[config.mk]
export PLATFORM = sky130hd
export DESIGN_NAME = seg_bcd_encoder_flat
export DESIGN_NICKNAME = d
export VERILOG_FILES = /design/src/rtl/seg_bcd_encoder_if.sv /design/src/rtl/seg_bcd_encoder.sv /design/src/flat_wrapper.sv
export SDC_FILE = /design/constraint.sdc
export NUM_CORES = 1
export LEC_CHECK = 0
export CAP_MARGIN = 15
export CORE_UTILIZATION = 60
export CTS_CLUSTER_DIAMETER = 120
export DETAILED_ROUTE_END_ITERATION = 8
export PLACE_DENSITY = 0.84
export SLEW_MARGIN = 20
export SYNTH_ARGS = -nofsm -noshare
export SYNTH_HDL_FRONTEND = slang
export SYNTH_SLANG_ARGS = --single-unit
[constraint.sdc]
create_clock -name clk -period 6.41 [get_ports clk]
set_clock_uncertainty 0.15 [all_clocks]
set_input_delay 1.282 -clock clk [delete_from_list [all_inputs] [get_ports clk]]
set_output_delay 1.282 -clock clk [all_outputs]
set_load 0.02 [all_outputs]
[src/rtl/seg_bcd_encoder_if.sv]
// ============================================================================
// Module      : seg_bcd_encoder_if
// Description : Load/busy/done handshake and segment result bundle between a
//               binary-value producer and the BCD 7-segment encoder.
// Revision    : 1.0 - initial release
// ============================================================================
`default_nettype none

interface seg_bcd_encoder_if #(
    parameter int IN_BITS = 7
);
    logic [IN_BITS-1:0] value;
    logic               load;
    logic               busy;
    logic               done;
    logic               ovf;
    logic [13:0]        both7seg;

    modport master (
        output value, load,
        input  busy, done, ovf, both7seg
    );

    modport slave (
        input  value, load,
        output busy, done, ovf, both7seg
    );
endinterface

`default_nettype wire

[src/rtl/seg_bcd_encoder.sv]
// ============================================================================
// Module      : seg_bcd_encoder
// Description : Sequential double-dabble binary-to-BCD converter feeding a
//               registered two-digit 7-segment word with overflow indication.
// Revision    : 1.0 - initial release
// ============================================================================
`default_nettype none

module seg_bcd_encoder #(
    parameter int IN_BITS    = 7,
    parameter bit BLANK_LEAD = 1'b1,
    parameter bit ACTIVE_LOW = 1'b0
) (
    input  logic               clk,
    input  logic               rst,
    seg_bcd_encoder_if.slave   bus
);

    typedef enum logic [1:0] {
        ST_IDLE   = 2'd0,
        ST_SHIFT  = 2'd1,
        ST_ENCODE = 2'd2
    } state_t;

    localparam logic [3:0]  C_LAST_CNT = 4'(IN_BITS - 1);
    localparam logic [13:0] C_OFF_WORD = ACTIVE_LOW ? 14'h3FFF : 14'h0000;
    localparam logic [6:0]  C_DASH     = 7'h40;

    state_t             r_state;
    logic [IN_BITS-1:0] r_shift;
    logic [7:0]         r_bcd;
    logic [3:0]         r_cnt;
    logic               r_ovf_n;

    logic [7:0]         w_bcd_adj;
    logic [6:0]         w_tens_seg;
    logic [6:0]         w_ones_seg;
    logic [13:0]        w_word;
    logic               w_value_ovf;

    function automatic logic [6:0] seg_of(input logic [3:0] digit);
        logic [6:0] seg;
        case (digit)
            4'd0:    seg = 7'h3F;
            4'd1:    seg = 7'h06;
            4'd2:    seg = 7'h5B;
            4'd3:    seg = 7'h4F;
            4'd4:    seg = 7'h66;
            4'd5:    seg = 7'h6D;
            4'd6:    seg = 7'h7D;
            4'd7:    seg = 7'h07;
            4'd8:    seg = 7'h7F;
            4'd9:    seg = 7'h6F;
            default: seg = 7'h00;
        endcase
        return seg;
    endfunction

    assign w_value_ovf = (32'(bus.value) > 32'd99);

    always_comb begin
        w_bcd_adj[3:0] = (r_bcd[3:0] >= 4'd5) ? (r_bcd[3:0] + 4'd3) : r_bcd[3:0];
        w_bcd_adj[7:4] = (r_bcd[7:4] >= 4'd5) ? (r_bcd[7:4] + 4'd3) : r_bcd[7:4];

        // Overflow shows "--" and deliberately bypasses leading-zero blanking.
        if (r_ovf_n) begin
            w_tens_seg = C_DASH;
            w_ones_seg = C_DASH;
        end else begin
            w_tens_seg = (BLANK_LEAD && (r_bcd[7:4] == 4'd0)) ? 7'h00 : seg_of(r_bcd[7:4]);
            w_ones_seg = seg_of(r_bcd[3:0]);
        end

        w_word = ACTIVE_LOW ? ~{w_tens_seg, w_ones_seg} : {w_tens_seg, w_ones_seg};
    end

    always_ff @(posedge clk) begin
        if (rst) begin
            r_state      <= ST_IDLE;
            r_shift      <= '0;
            r_bcd        <= '0;
            r_cnt        <= '0;
            r_ovf_n      <= 1'b0;
            bus.busy     <= 1'b0;
            bus.done     <= 1'b0;
            bus.ovf      <= 1'b0;
            bus.both7seg <= C_OFF_WORD;
        end else begin
            bus.done <= 1'b0;
            case (r_state)
                ST_IDLE: begin
                    if (bus.load) begin
                        r_shift  <= bus.value;
                        r_bcd    <= '0;
                        r_cnt    <= '0;
                        r_ovf_n  <= w_value_ovf;
                        bus.busy <= 1'b1;
                        r_state  <= ST_SHIFT;
                    end
                end
                ST_SHIFT: begin
                    // Any hundreds carry falls off the top; only overflow values produce one.
                    r_bcd   <= {w_bcd_adj[6:0], r_shift[IN_BITS-1]};
                    r_shift <= {r_shift[IN_BITS-2:0], 1'b0};
                    r_cnt   <= r_cnt + 4'd1;
                    if (r_cnt == C_LAST_CNT) begin
                        r_state <= ST_ENCODE;
                    end
                end
                ST_ENCODE: begin
                    bus.both7seg <= w_word;
                    bus.ovf      <= r_ovf_n;
                    bus.done     <= 1'b1;
                    bus.busy     <= 1'b0;
                    r_state      <= ST_IDLE;
                end
                default: begin
                    r_state  <= ST_IDLE;
                    bus.busy <= 1'b0;
                end
            endcase
        end
    end

endmodule

`default_nettype wire
[src/flat_wrapper.sv]
// flat-port wrapper written by rule: the top's interface ports become plain ports
module seg_bcd_encoder_flat 
#(
    parameter int IN_BITS    = 7,
    parameter bit BLANK_LEAD = 1'b1,
    parameter bit ACTIVE_LOW = 1'b0
)
  (clk, rst, bus_value, bus_load, bus_busy, bus_done, bus_ovf, bus_both7seg);
  seg_bcd_encoder_if #(.IN_BITS(IN_BITS)) bus_i ();
  input  logic clk;
  input  logic rst;
  input wire logic [$bits(bus_i.value)-1:0] bus_value;
  input wire logic [$bits(bus_i.load)-1:0] bus_load;
  output wire logic [$bits(bus_i.busy)-1:0] bus_busy;
  output wire logic [$bits(bus_i.done)-1:0] bus_done;
  output wire logic [$bits(bus_i.ovf)-1:0] bus_ovf;
  output wire logic [$bits(bus_i.both7seg)-1:0] bus_both7seg;
  assign bus_i.value = bus_value;
  assign bus_i.load = bus_load;
  assign bus_busy = bus_i.busy;
  assign bus_done = bus_i.done;
  assign bus_ovf = bus_i.ovf;
  assign bus_both7seg = bus_i.both7seg;
  seg_bcd_encoder #(.IN_BITS(IN_BITS), .BLANK_LEAD(BLANK_LEAD), .ACTIVE_LOW(ACTIVE_LOW)) u_core (.clk(clk), .rst(rst), .bus(bus_i));
endmodule
==> results of run 1 <==
-- power by group --
| group | internal (mW) | switching, mW |
|---|---|---|
| Sequential | 0.336 | 0.00543 |
| Combinational | 0.0161 | 0.0249 |
| Clock | 0.117 | 0.106 |
| Total | 0.469 | 0.137 |
-- through the flow --
| stage | setup WS, ns | instance area, µm² | power (mW) | util | hold slack (ns) |
|---|---|---|---|---|---|
| detailed placement | 2.433 | 2878 | 0.3896 | 0.7042 | 0.2774 |
| finish | 2.734 | 2989 | 0.6060 | 0.7315 | 0.2961 |
| floorplan | 3.254 | 2613 | 0.3772 | - | 0.2696 |
| CTS | 2.756 | 2989 | 0.6089 | 0.7315 | 0.2992 |
| global route | 2.594 | 2989 | 0.6264 | 0.7315 | 0.3146 |
| global placement | 2.560 | 2878 | 0.3889 | 0.7042 | 0.2706 |
-- routing by layer --
metal	share of wire	GRT usage
met1	0.49	0.3045
met2	0.45	0.3897
met3	0.046	0.03833
met4	0.015	0.1250
met5	0	0
-- area by class of cell --
cell class,instances,area (µm²)
Inverter,18,67.56
Tap cell,50,62.56
Sequential cell,53,1061
Fill cell,320,1097
Clock buffer,6,72.57
Clock inverter,2,38.79
Timing Repair Buffer,27,267.8
Multi-Input combinational cell,204,1419
-- cells in the final DEF, fill, tap and decap left out, drive strengths merged, types with 3 or more instances in the layout --
cell type,instances
dfxtp,53
nor2,38
nand2,27
clkdlybuf4s50,26
ha,18
inv,18
a22o,12
a21oi,10
nor3,10
o21ai,8
a211oi,6
clkbuf,6
a22oi,5
a21o,5
a311oi,5
nand2b,5
nand3,4
o211ai,4
a2111oi,4
and2,3
a211o,3
a31oi,3
-- worst max-delay path: cells and delay by family --
family | cells | cell delay (ns)
buffers and inverters | 2 | 0.70
adders and majority gates | 1 | 0.19
and+or+nand+nor | 3 | 0.86
AOI/OAI and AO/OA | 3 | 0.73
-- worst max-delay path by stage --
| stage | startpoint | to | slack [ns] |
|---|---|---|---|
| final | bus_load | register | 2.73 |
| after floorplan | bus_load | register | 3.25 |
| after CTS | bus_load | register | 2.76 |
| after global placement | bus_load | register | 2.56 |
| after global routing | bus_load | register | 2.59 |
| after detailed placement | bus_load | register | 2.43 |
-- kinds of logic after synthesis --
logic type	after synthesis
buf+inv	32
compound gates	82
flops	53
simple gates	103
fa+ha+maj	18
mux	1
==> results_dict.tcl, run 1 <==
set metrics [dict create \
    synthToLayoutAreaGrowth_pct 14.42 \
    muxShareOfSynthArea 0.004310 \
    period_needed_ns 3.676 \
    r2r_slack_ns 3.19 \
    dp.cells 352 \
    slew_headroom 0.4189 \
    clkTransAtPathRegs_ns 0.09 \
    cts_tree "done" \
    dr.first_iter.drc_count 101 \
    synth_top_family_by_area "compound AO/OA/AOI/OAI gates" \
    synth.most_common_cell "dfxtp_1" \
    track_usage 0.2402 \
    h-tree-depth 2 \
    grt_max_degree 21 \
    clock_latency_ns 0.30 \
    final_antenna_net_count 0 \
    diodes 0 \
    drive_gt1_frac 0.08065 \
    synth_area_per_cell_um2 9.040 \
    grt_pass1_wl_mm 8.355 \
    slew_violations 0 \
    reg2reg_depth 8 \
    crit_path_end_kind "register" \
    yosys.area_share.simple 0.2007 \
    cts_setup_buffers 0 \
    synth_xor_area_frac 0 \
    cp_slowest_cell "clkdlybuf4s50_1" \
    synth_area_leaders "dfxtp_1 (41%), ha_1 (8.6%), nor2_1 (5.5%), a22o_1 (4.0%), nand2_1 (3.7%)" \
    synth_edf_count 0 \
    rsz0062_at_grt "false" \
    antenna_found_initial 0 \
    rows 23 \
    finalWirelength_mm 4.939 \
    cp_max_fo 14 \
    synth-adder-area-share 0.08621 \
    r2r-start "u_core.r_state[0]" \
    initial_core_util 0.6393 \
    yosysTopAreaCellShare 0.4061 \
    synth_common_cells "dfxtp_1 (53), nor2_1 (38), nand2_1 (26), ha_1 (18), inv_1 (15)" \
    synth_seq_cells 53 \
    setup_viol 0 \
    drt-pass1-iter-count 4 \
    cts-resized-gates 0 \
    io_buffers 26 \
    yosysWarnings 0 \
    num_vias 2146 \
    die_y_um 67.99 \
    synth_area_leader_cell "dfxtp_1" \
    holdPathEnd "u_core.bus.both7seg[3]" \
    ys_types 60 \
    ys_seq_area_frac 0.4061 \
    worstMarginPinSlew_ns 0.8698 \
    path_class "input pin to register" \
    timing.fmax_ghz 0.2721 \
    worstPathRequired_ns 6.50 \
    synth-compound-area-share 0.2519 \
    clock-sinks 53 \
    synth_area_um2 2613 \
    p_leak_nw 1.195 \
    io_pins 27 \
    stdcell_count 360 \
    cp_cell_sequence "clkdlybuf4s50_1, o21bai_4, a32o_1, nor3_4, nor2_1, inv_1, ha_1, or4_1, o211ai_1" \
    synth_cells 289 \
    die_w_um 67.99 \
    dieArea_um2 4622 \
    viasPerCell 5.961 \
    ys.flop_type "dfxtp_1" \
    hp-class "register to register" \
    async_reset_ff_frac 0 \
    cts_buffers 5 \
    p_per_area_nw_per_um2 202.8 \
    hold_depth 1 \
    critPathLaunchType "input pin" \
    cts_hold_buf 0 \
    critPathArrivalTime_ns 3.76 \
    dp_hpwl_mm 3.607 \
    cap_violations 0 \
    status "complete, no violations" \
    clockRootBuffer "clkbuf_8" \
    clock_path_buffers 2 \
    grt_overflow 0 \
    detail_route.wl_per_cell_um 13.72 \
    nets 337 \
    drc 0 \
    post-route-period-util 0.5734 \
    grt_pass1_vias 1919 \
    tns_ns 0 \
    slowest_delay_ns 0.57 \
    core_area_um2 4086 \
    peakVddDrop_v 0.0001060 \
    syn-num-nets 317 \
    timing.final.hold_violations 0 \
    gp_congestion 0.8315 \
]
Note: power is estimated with default switching activity, not from simulation.
==> inputs of run 2 (changes only) <==
- CORE_UTILIZATION: 60 -> 56
- PLACE_DENSITY: 0.84 -> 0.79
- clock period: 6.41 -> 3.6 ns (I/O delays scaled with it)
==> run 2 against run 1 <==
  * Clock power is 49% higher
  * Die area is 6.9% higher
  * Non-clock buffer count is 4 higher
  * Worst setup slack worse by 2.1 ns
==> results_dict.tcl, run 2 (synthesis results as in run 1) <==
set metrics [dict create \
    worstMarginPinSlew_ns 0.7444 \
    viasPerCell 5.776 \
    slowest_delay_ns 0.54 \
    io_buffers 26 \
    path_class "input pin to register" \
    peakVddDrop_v 0.0001856 \
    cts-resized-gates 0 \
    io_pins 27 \
    rows 24 \
    p_per_area_nw_per_um2 339.5 \
    slew_headroom 0.5019 \
    dieArea_um2 4942 \
    drive_gt1_frac 0.09236 \
    die_w_um 70.30 \
    grt_pass1_wl_mm 8.797 \
    dp_hpwl_mm 3.609 \
    antenna_found_initial 0 \
    cts_tree "done" \
    critPathLaunchType "input pin" \
    worstPathRequired_ns 3.69 \
    n_fill_cell 373 \
    final_common_cell "dfxtp_1" \
    post-route-period-util 0.8180 \
    num_vias 2114 \
    drc 0 \
    nets 341 \
    status "complete, no violations" \
    detail_route.wl_per_cell_um 14.15 \
    h-tree-depth 2 \
    clockRootBuffer "clkbuf_8" \
    clkTransAtPathRegs_ns 0.10 \
    cp_slowest_cell "or4_1" \
    crit_path_end_kind "register" \
    rsz0062_at_grt "false" \
    finish.utilization 0.6791 \
    clock-sinks 53 \
    diodes 0 \
    core_area_um2 4414 \
    cp_num_cells 9 \
    timing.fmax_ghz 0.3396 \
    cp_max_fo 14 \
    clock_path_buffers 2 \
    cts_hold_buf 0 \
    drt-pass1-iter-count 4 \
    synthToLayoutAreaGrowth_pct 14.75 \
    die_y_um 70.30 \
    dr.first_iter.drc_count 104 \
    worst_path_dominant_cell_family "simple AND/OR/NAND/NOR gates" \
    p_leak_nw 1.196 \
    cts_buffers 5 \
    startpoint "bus_load" \
    critPathArrivalTime_ns 3.04 \
    slew_violations 0 \
    finalWirelength_mm 5.180 \
    grt_overflow 0 \
    grt_pass1_vias 1912 \
    r2r-start "u_core.r_bcd[1]" \
    final_antenna_net_count 0 \
    cap_violations 0 \
    cts_setup_buffers 0 \
    initial_core_util 0.5918 \
    final_cell_mix "dfxtp_1 (53), nor2_1 (38), nand2_1 (26), clkdlybuf4s50_1 (26), ha_1 (18)" \
    r2r_slack_ns 0.70 \
    grt_max_degree 21 \
    critPathBufInv 2 \
    hp-class "register to register" \
    reg2reg_depth 11 \
    setup_viol 0 \
    clock_latency_ns 0.31 \
    cp_cell_sequence "clkdlybuf4s50_1, o21bai_4, a32o_1, nor3_4, nor2_1, inv_1, ha_1, or4_1, o211ai_1" \
    tns_ns 0 \
    gp_congestion 0.8769 \
    track_usage 0.2213 \
    timing.final.hold_violations 0 \
    period_needed_ns 2.945 \
]
[run 2: report_power, final]
group	switching (mW)	internal [mW]	total, mW
registers	0.00980	0.598	0.608
clock network	0.196	0.137	0.333
logic	0.0453	0.0313	0.0766
[run 2: area by class of cell]
class | count | area, µm² | area share
clock inverters | 2 | 15.01 | 0.005008
clock buffers | 6 | 72.57 | 0.02421
inverters | 18 | 67.56 | 0.02254
flip-flops and latches | 53 | 1061 | 0.3539
repair buffers | 31 | 297.8 | 0.09933
multi-input cells | 204 | 1419 | 0.4733
well taps | 52 | 65.06 | 0.02170
[run 2: routing by layer]
metal,GRT usage,share of wire,up-vias,wire [µm]
met4,0.08222,0.010,0,52
met3,0.04906,0.031,5,159
met2,0.3460,0.46,34,2399
li1,-,-,1091,-
met1,0.2974,0.50,984,2570
met5,0,0,-,0
[run 2: worst reg2reg max path: stages (launching register included)]
cell       delay, ns
dfxtp_1         0.40
inv_1           0.11
ha_1            0.18
nand2b_1        0.23
a2111oi_1       0.53
nor3_2          0.09
buf_4           0.17
nor2_1          0.21
inv_1           0.12
ha_1            0.31
a21boi_0        0.21
o21ai_1         0.08
[run 2: worst min-delay path by stage]
stage                         endpoint  slack, ns  cells after the start
6_report        u_core.bus.both7seg[9]       0.30                      1
5_1_grt        u_core.bus.both7seg[11]       0.33                      1
4_1_cts         u_core.bus.both7seg[9]       0.30                      1
3_5_place_dp    u_core.bus.both7seg[9]       0.28                      1
3_3_place_gp    u_core.bus.both7seg[9]       0.27                      1
2_1_floorplan   u_core.bus.both7seg[0]       0.27                      1
[run 2: metrics by stage]
step / cells / worst slack, ns / total power [mW] / hold slack (ns) / area (µm²)
floorplan: 289 / 0.9711 / 0.6716 / 0.2696 / 2613
global placement: 358 / 0.4232 / 0.6965 / 0.2706 / 2910
detailed placement: 358 / 0.3304 / 0.6984 / 0.2777 / 2910
CTS: 366 / 0.6532 / 1.025 / 0.3005 / 2998
global route: 366 / 0.4262 / 1.060 / 0.3265 / 2998
finish: 366 / 0.6553 / 1.018 / 0.2968 / 2998
